<file path="config.mk">
export PLATFORM = sky130hd
export DESIGN_NAME = hamming_secded_enc_pipe
export DESIGN_NICKNAME = d
export VERILOG_FILES = /design/src/rtl/hamming_secded_enc_pipe.sv
export SDC_FILE = /design/constraint.sdc
export NUM_CORES = 1
export LEC_CHECK = 0
export CAP_MARGIN = 20
export CORE_ASPECT_RATIO = 0.75
export CORE_MARGIN = 2
export CORE_UTILIZATION = 50
export CTS_CLUSTER_SIZE = 28
export DETAILED_ROUTE_END_ITERATION = 8
export PLACE_DENSITY = 0.79
export SYNTH_ARGS = -nofsm -noshare
export SYNTH_HDL_FRONTEND = slang
export SYNTH_SLANG_ARGS = --single-unit
</file>
<file path="constraint.sdc">
create_clock -name i_clk -period 2.8 [get_ports i_clk]
set_input_delay 0.56 -clock i_clk [delete_from_list [all_inputs] [get_ports i_clk]]
set_output_delay 0.56 -clock i_clk [all_outputs]
set_load 0.02 [all_outputs]
</file>
<file path="src/rtl/hamming_secded_enc_pipe.sv">
// Pipelined extended-Hamming (SECDED) encoder with a 2-entry skid buffer on a valid/ready stream.
// Optional error injection port when HAMMING_ENC_ERR_INJ_EN is defined.
//
// state    | meaning
// ---------+-----------------------------------------
// ST_EMPTY | R and S empty, nothing presented
// ST_ONE   | R holds the presented word
// ST_TWO   | R presented, S holds the next word; input stalled
`timescale 1ns/1ps
module hamming_secded_enc_pipe #(
  parameter int DATA_W = 4,
  parameter int SB_W   = 1,
  parameter int CNT_W  = 16,
  localparam int P = (DATA_W <= 1)  ? 2 :
                     (DATA_W <= 4)  ? 3 :
                     (DATA_W <= 11) ? 4 :
                     (DATA_W <= 26) ? 5 :
                     (DATA_W <= 57) ? 6 : 7,
  localparam int HAM_W  = DATA_W + P,
  localparam int CODE_W = HAM_W + 1,
  localparam int SBW_I  = (SB_W > 0) ? SB_W : 1,
  localparam int OUT_W  = CODE_W + SB_W
) (
  input  logic              i_clk,
  input  logic              i_rst,
  input  logic              i_valid,
  output logic              o_ready,
  input  logic [DATA_W-1:0] i_data,
  input  logic [SBW_I-1:0]  i_sb,
`ifdef HAMMING_ENC_ERR_INJ_EN
  input  logic [CODE_W-1:0] i_err_mask,
`endif
  output logic              o_valid,
  input  logic              i_ready,
  output logic [OUT_W-1:0]  o_code,
  output logic [CNT_W-1:0]  o_word_cnt
);

  typedef enum logic [1:0] {ST_EMPTY, ST_ONE, ST_TWO} state_t;

  state_t             state_q, state_d;
  logic [OUT_W-1:0]   r_q, r_d;
  logic [OUT_W-1:0]   s_q, s_d;
  logic               ready_q;
  logic [CNT_W-1:0]   cnt_q;
  logic [HAM_W-1:0]   data_placed;
  logic [HAM_W-1:0]   ham;
  logic [CODE_W-1:0]  enc_code;
  logic [OUT_W-1:0]   enc_word;
  logic               in_xfer;
  logic               out_xfer;

  // Scatter payload into non-power-of-two positions, then fill parity slots from that.
  always_comb begin
    int di;
    logic acc;
    data_placed = '0;
    di = 0;
    for (int pos = 1; pos <= HAM_W; pos++) begin
      if ((pos & (pos - 1)) != 0) begin
        data_placed[pos-1] = i_data[di];
        di++;
      end
    end
    ham = data_placed;
    for (int j = 0; j < P; j++) begin
      acc = 1'b0;
      for (int pos = 1; pos <= HAM_W; pos++) begin
        if (((pos >> j) & 1) == 1) acc = acc ^ data_placed[pos-1];
      end
      ham[(1 << j) - 1] = acc;
    end
    enc_code = {^ham, ham};
`ifdef HAMMING_ENC_ERR_INJ_EN
    enc_code = enc_code ^ i_err_mask;
`endif
  end

  generate
    if (SB_W > 0) begin : g_sb
      assign enc_word = {i_sb, enc_code};
    end else begin : g_no_sb
      logic unused_sb;
      assign unused_sb = ^i_sb;
      assign enc_word  = enc_code;
    end
  endgenerate

  assign in_xfer  = i_valid && ready_q;
  assign out_xfer = (state_q != ST_EMPTY) && i_ready;

  always_comb begin
    state_d = state_q;
    r_d     = r_q;
    s_d     = s_q;
    case (state_q)
      ST_EMPTY: begin
        if (in_xfer) begin
          r_d     = enc_word;
          state_d = ST_ONE;
        end
      end
      ST_ONE: begin
        if (in_xfer && out_xfer) begin
          r_d = enc_word;
        end else if (in_xfer) begin
          s_d     = enc_word;
          state_d = ST_TWO;
        end else if (out_xfer) begin
          state_d = ST_EMPTY;
        end
      end
      ST_TWO: begin
        if (out_xfer) begin
          r_d     = s_q;
          state_d = ST_ONE;
        end
      end
      default: state_d = ST_EMPTY;
    endcase
  end

  always_ff @(posedge i_clk) begin
    if (i_rst) begin
      state_q <= ST_EMPTY;
      r_q     <= '0;
      s_q     <= '0;
      ready_q <= 1'b0;
      cnt_q   <= '0;
    end else begin
      state_q <= state_d;
      r_q     <= r_d;
      s_q     <= s_d;
      ready_q <= (state_d != ST_TWO);
      if (out_xfer) cnt_q <= cnt_q + CNT_W'(1);
    end
  end

  assign o_ready    = ready_q;
  assign o_valid    = (state_q != ST_EMPTY);
  assign o_code     = r_q;
  assign o_word_cnt = cnt_q;

endmodule
</file>
==> flow_metrics.env <==
export IMPL_arrival_ns=1.58
export IMPL_core_rowCount=18
export IMPL_required_ns=2.24
export IMPL_first_global_vias=1333
export IMPL_power_mw=1.04
export IMPL_cp_start_kind="flop"
export IMPL_antenna_found_initial=0
export IMPL_grt_overflow_total=0
export IMPL_status="complete, no violations"
export IMPL_fin_crit_sh_pct=76.4
export IMPL_drc=0
export IMPL_vias=1387
export IMPL_post_cts_resized=0
export IMPL_grt_use_met1_pct=27.3
export IMPL_place_congestion=0.795
export IMPL_p_switching_uw=261
export IMPL_cts_root_buf="clkbuf_8"
export IMPL_dp_slack_ns=0.473
export IMPL_nNetsFinal=224
export IMPL_end_kind="primary output"
export IMPL_min_delay_path_depth=2
export IMPL_drt_wl_total_mm=3.59
export IMPL_syn_avg_cell_area_um2=9.43
export IMPL_utilization_pct=65.8
export IMPL_hold_violations=0
export IMPL_clock_skew_ns=0.00321
export IMPL_dr_pass1_iters=4
export IMPL_yosysWarnings=0
export IMPL_num_fill_cells=267
export IMPL_syn_area_mm2=0.00168
export IMPL_max_cap_violations=0
export IMPL_viasPerCell=5.44
export IMPL_powerDensity_mw_per_mm2=490
export IMPL_io_buffers=35
export IMPL_fin_area_mm2=0.00213
export IMPL_worstSkewPairLatency_ns=0.28
export IMPL_core_area_mm2=0.00324
export IMPL_drt_iter0_drc=61
export IMPL_tightest_slew_ns=0.726
export IMPL_ios=36
export IMPL_cts_tree="built"
export IMPL_drive_above_1_share_pct=7.44
export IMPL_criticalPathCategory="reg -> out"
export IMPL_p_int_uw=784
export IMPL_routedWlPerCell_um=14.1
export IMPL_place_area_mm2=0.00205
export IMPL_grt_met2_usage_pct=32.4
export IMPL_syn_num_nets=188
export IMPL_diodes=0
export IMPL_die_area_mm2=0.00384
export IMPL_drtAntennaViolNets=0
export IMPL_cts_hold_buf=0
export IMPL_grtUsageTotal_pct=20.7
export IMPL_final_period_minus_worst_setup_slack_ns=2.14
export IMPL_r2r_cells=4
export IMPL_synth_cell_type_count=37
export IMPL_syn2layout_area_growth_pct=27.1
export IMPL_slew_limit_headroom_pct=51.6
export IMPL_numClockSinks=37
export IMPL_yosysSeqAreaShare_pct=44.1
export IMPL_ir_drop_mv=0.263
export IMPL_finalSetupViolations=0
export IMPL_grt_busiest_layer="met2"
export IMPL_synth_edff_count=0
export IMPL_ys_ff_latch=37
export IMPL_fmax_ghz=0.467
export IMPL_start_util_pct=51.7
export IMPL_seqPwrFrac_pct=52.9
export IMPL_rsz0062_at_grt="no"
export IMPL_swShare_pct=24.9
export IMPL_p_comb_share_pct=13.1
export IMPL_die_h_um=54.2
export IMPL_hold_path_class="reg -> reg"
export IMPL_setup_slack_ns=0.661
export IMPL_grt_pass1_wl_mm=6.04
export IMPL_worstPathMaxFanout=10
export IMPL_final_setup_tns_ns=0
export IMPL_cts_buffers=5
export IMPL_multiInputGateArea_um2=893
export IMPL_slew_violations=0
export IMPL_seq_area_um2=741
export IMPL_cts_htree_levels=2
export IMPL_synth_ff_type="dfxtp_1"
export IMPL_clkTransAtPathRegs_ns=0.07
export IMPL_syn_inst=178
export IMPL_post_cts_buffers=0
export IMPL_dieWidth_um=70.9
export IMPL_synthArstFlopShare_pct=0
export IMPL_dp_hpwl_mm=2.54
export IMPL_grt_max_degree=24
export IMPL_grtUsageMet3_pct=5.24
export IMPL_leakage_nw=0.781
export IMPL_cts_buffer_depth=2
export IMPL_clkPwrFrac_pct=34.0
cell usage in the layout, fill, tap and decap left out:
master | netlist | final
dfxtp_1 | 37 | 37
clkdlybuf4s50_1 | 0 | 35
nor2_1 | 31 | 31
mux2i_1 | 19 | 19
xnor2_1 | 11 | 11
a211oi_1 | 9 | 9
nand2_1 | 8 | 8
a21oi_1 | 6 | 6
nand4_1 | 5 | 5
o21ai_0 | 5 | 5
xor2_1 | 5 | 5
clkbuf_8 | 0 | 5
nand3_1 | 4 | 4
or3_1 | 3 | 3
nor3_1 | 3 | 3
clkbuf_1 | 3 | 3
or2_2 | 2 | 2
nor2b_1 | 2 | 2
nand2b_1 | 2 | 2
nor4_1 | 2 | 2
buf_4 | 2 | 2
inv_1 | 1 | 1
o32ai_4 | 1 | 1
nor3b_1 | 1 | 1
nand4b_1 | 1 | 1
nand4_2 | 1 | 1
or3_4 | 1 | 1
o21a_1 | 1 | 1
and4_1 | 1 | 1
and2b_2 | 1 | 1
or4_1 | 1 | 1
mux2_2 | 1 | 1
o22a_1 | 1 | 1
o211ai_1 | 1 | 1
a31o_2 | 1 | 1
and4_2 | 1 | 1
ha_1 | 1 | 1
routing by layer:
metal  wire length, um  up-vias  part of all wire [%]
met5                 0        -                     0
met4                59        0                   1.6
met3               166        5                   4.6
met2              1620       30                    45
met1              1740      655                    49
li1                  -      697                     -
cells by family (layout without fill, tap and decap cells):
kind of cell | after synthesis | in the layout | synth area share, %
xor+xnor | 16 | 16 | 8.35
flops | 37 | 37 | 44.1
compound gates | 25 | 25 | 10.9
mux | 20 | 20 | 12.0
simple gates | 70 | 70 | 21.3
fa+ha+maj | 1 | 1 | 0.746
buf+inv | 9 | 46 | 2.61
area by class of cell:
cell class | instances | share of cell area, %
Multi-Input combinational cell | 132 | 41.9
Sequential cell | 37 | 34.7
Timing Repair Buffer | 37 | 17.1
Clock buffer | 8 | 3.75
Tap cell | 40 | 2.35
Inverter | 1 | 0.176
final timing paths:
check	from	endpoint	slack, ns
setup / recovery	state_q[1]	o_valid	0.66
hold / removal	o_code[5]	o_code[5]	0.50
setup reg to reg	state_q[1]	o_code[3]	0.82
hold reg to reg	o_code[5]	o_code[5]	0.50
state kept, by name, indices dropped and copies added, names as in the netlist:
signal,flops
o_word_cnt,16
o_code,9
o_ready,1
state_q,2
s_q,9
critical path: stages, from the launching register on:
cell	delay (ns)
dfxtp_1	0.53
or2_2	0.18
clkdlybuf4s50_1	0.59
stage by stage:
step | hold slack (ns) | cells
floorplan | 0.460 | 178
global placement | 0.472 | 247
detailed placement | 0.487 | 247
CTS | 0.504 | 255
global route | 0.531 | 255
finish | 0.498 | 255
synthesized netlist by cell type, types with 2 or more instances:
| cell | instances | area, um2 |
|---|---|---|
| clkbuf_1 | 3 | 11.3 |
| a21oi_1 | 6 | 30.0 |
| a211oi_1 | 9 | 67.6 |
| nand2b_1 | 2 | 12.5 |
| xnor2_1 | 11 | 96.3 |
| nand3_1 | 4 | 20.0 |
| dfxtp_1 | 37 | 741 |
| or2_2 | 2 | 12.5 |
| or3_1 | 3 | 18.8 |
| nor3_1 | 3 | 15.0 |
| buf_2 | 2 | 10.0 |
| mux2i_1 | 19 | 190 |
| nor2_1 | 31 | 116 |
| o21ai_0 | 5 | 25.0 |
| nor2b_1 | 2 | 12.5 |
| nand4_1 | 5 | 31.3 |
| xor2_1 | 5 | 43.8 |
| nand2_1 | 8 | 30.0 |
| nor4_1 | 2 | 12.5 |
| buf_4 | 2 | 15.0 |
power by group through the flow:
| stage | registers [mW] | logic (mW) | clock network (mW) |
|---|---|---|---|
| floorplan | 0.578 | 0.0677 | 0 |
| global placement | 0.564 | 0.133 | 0 |
| detailed placement | 0.565 | 0.137 | 0 |
| CTS | 0.553 | 0.137 | 0.364 |
| global route | 0.555 | 0.149 | 0.387 |
| finish | 0.553 | 0.136 | 0.355 |
(Power assumes the default switching activity.)
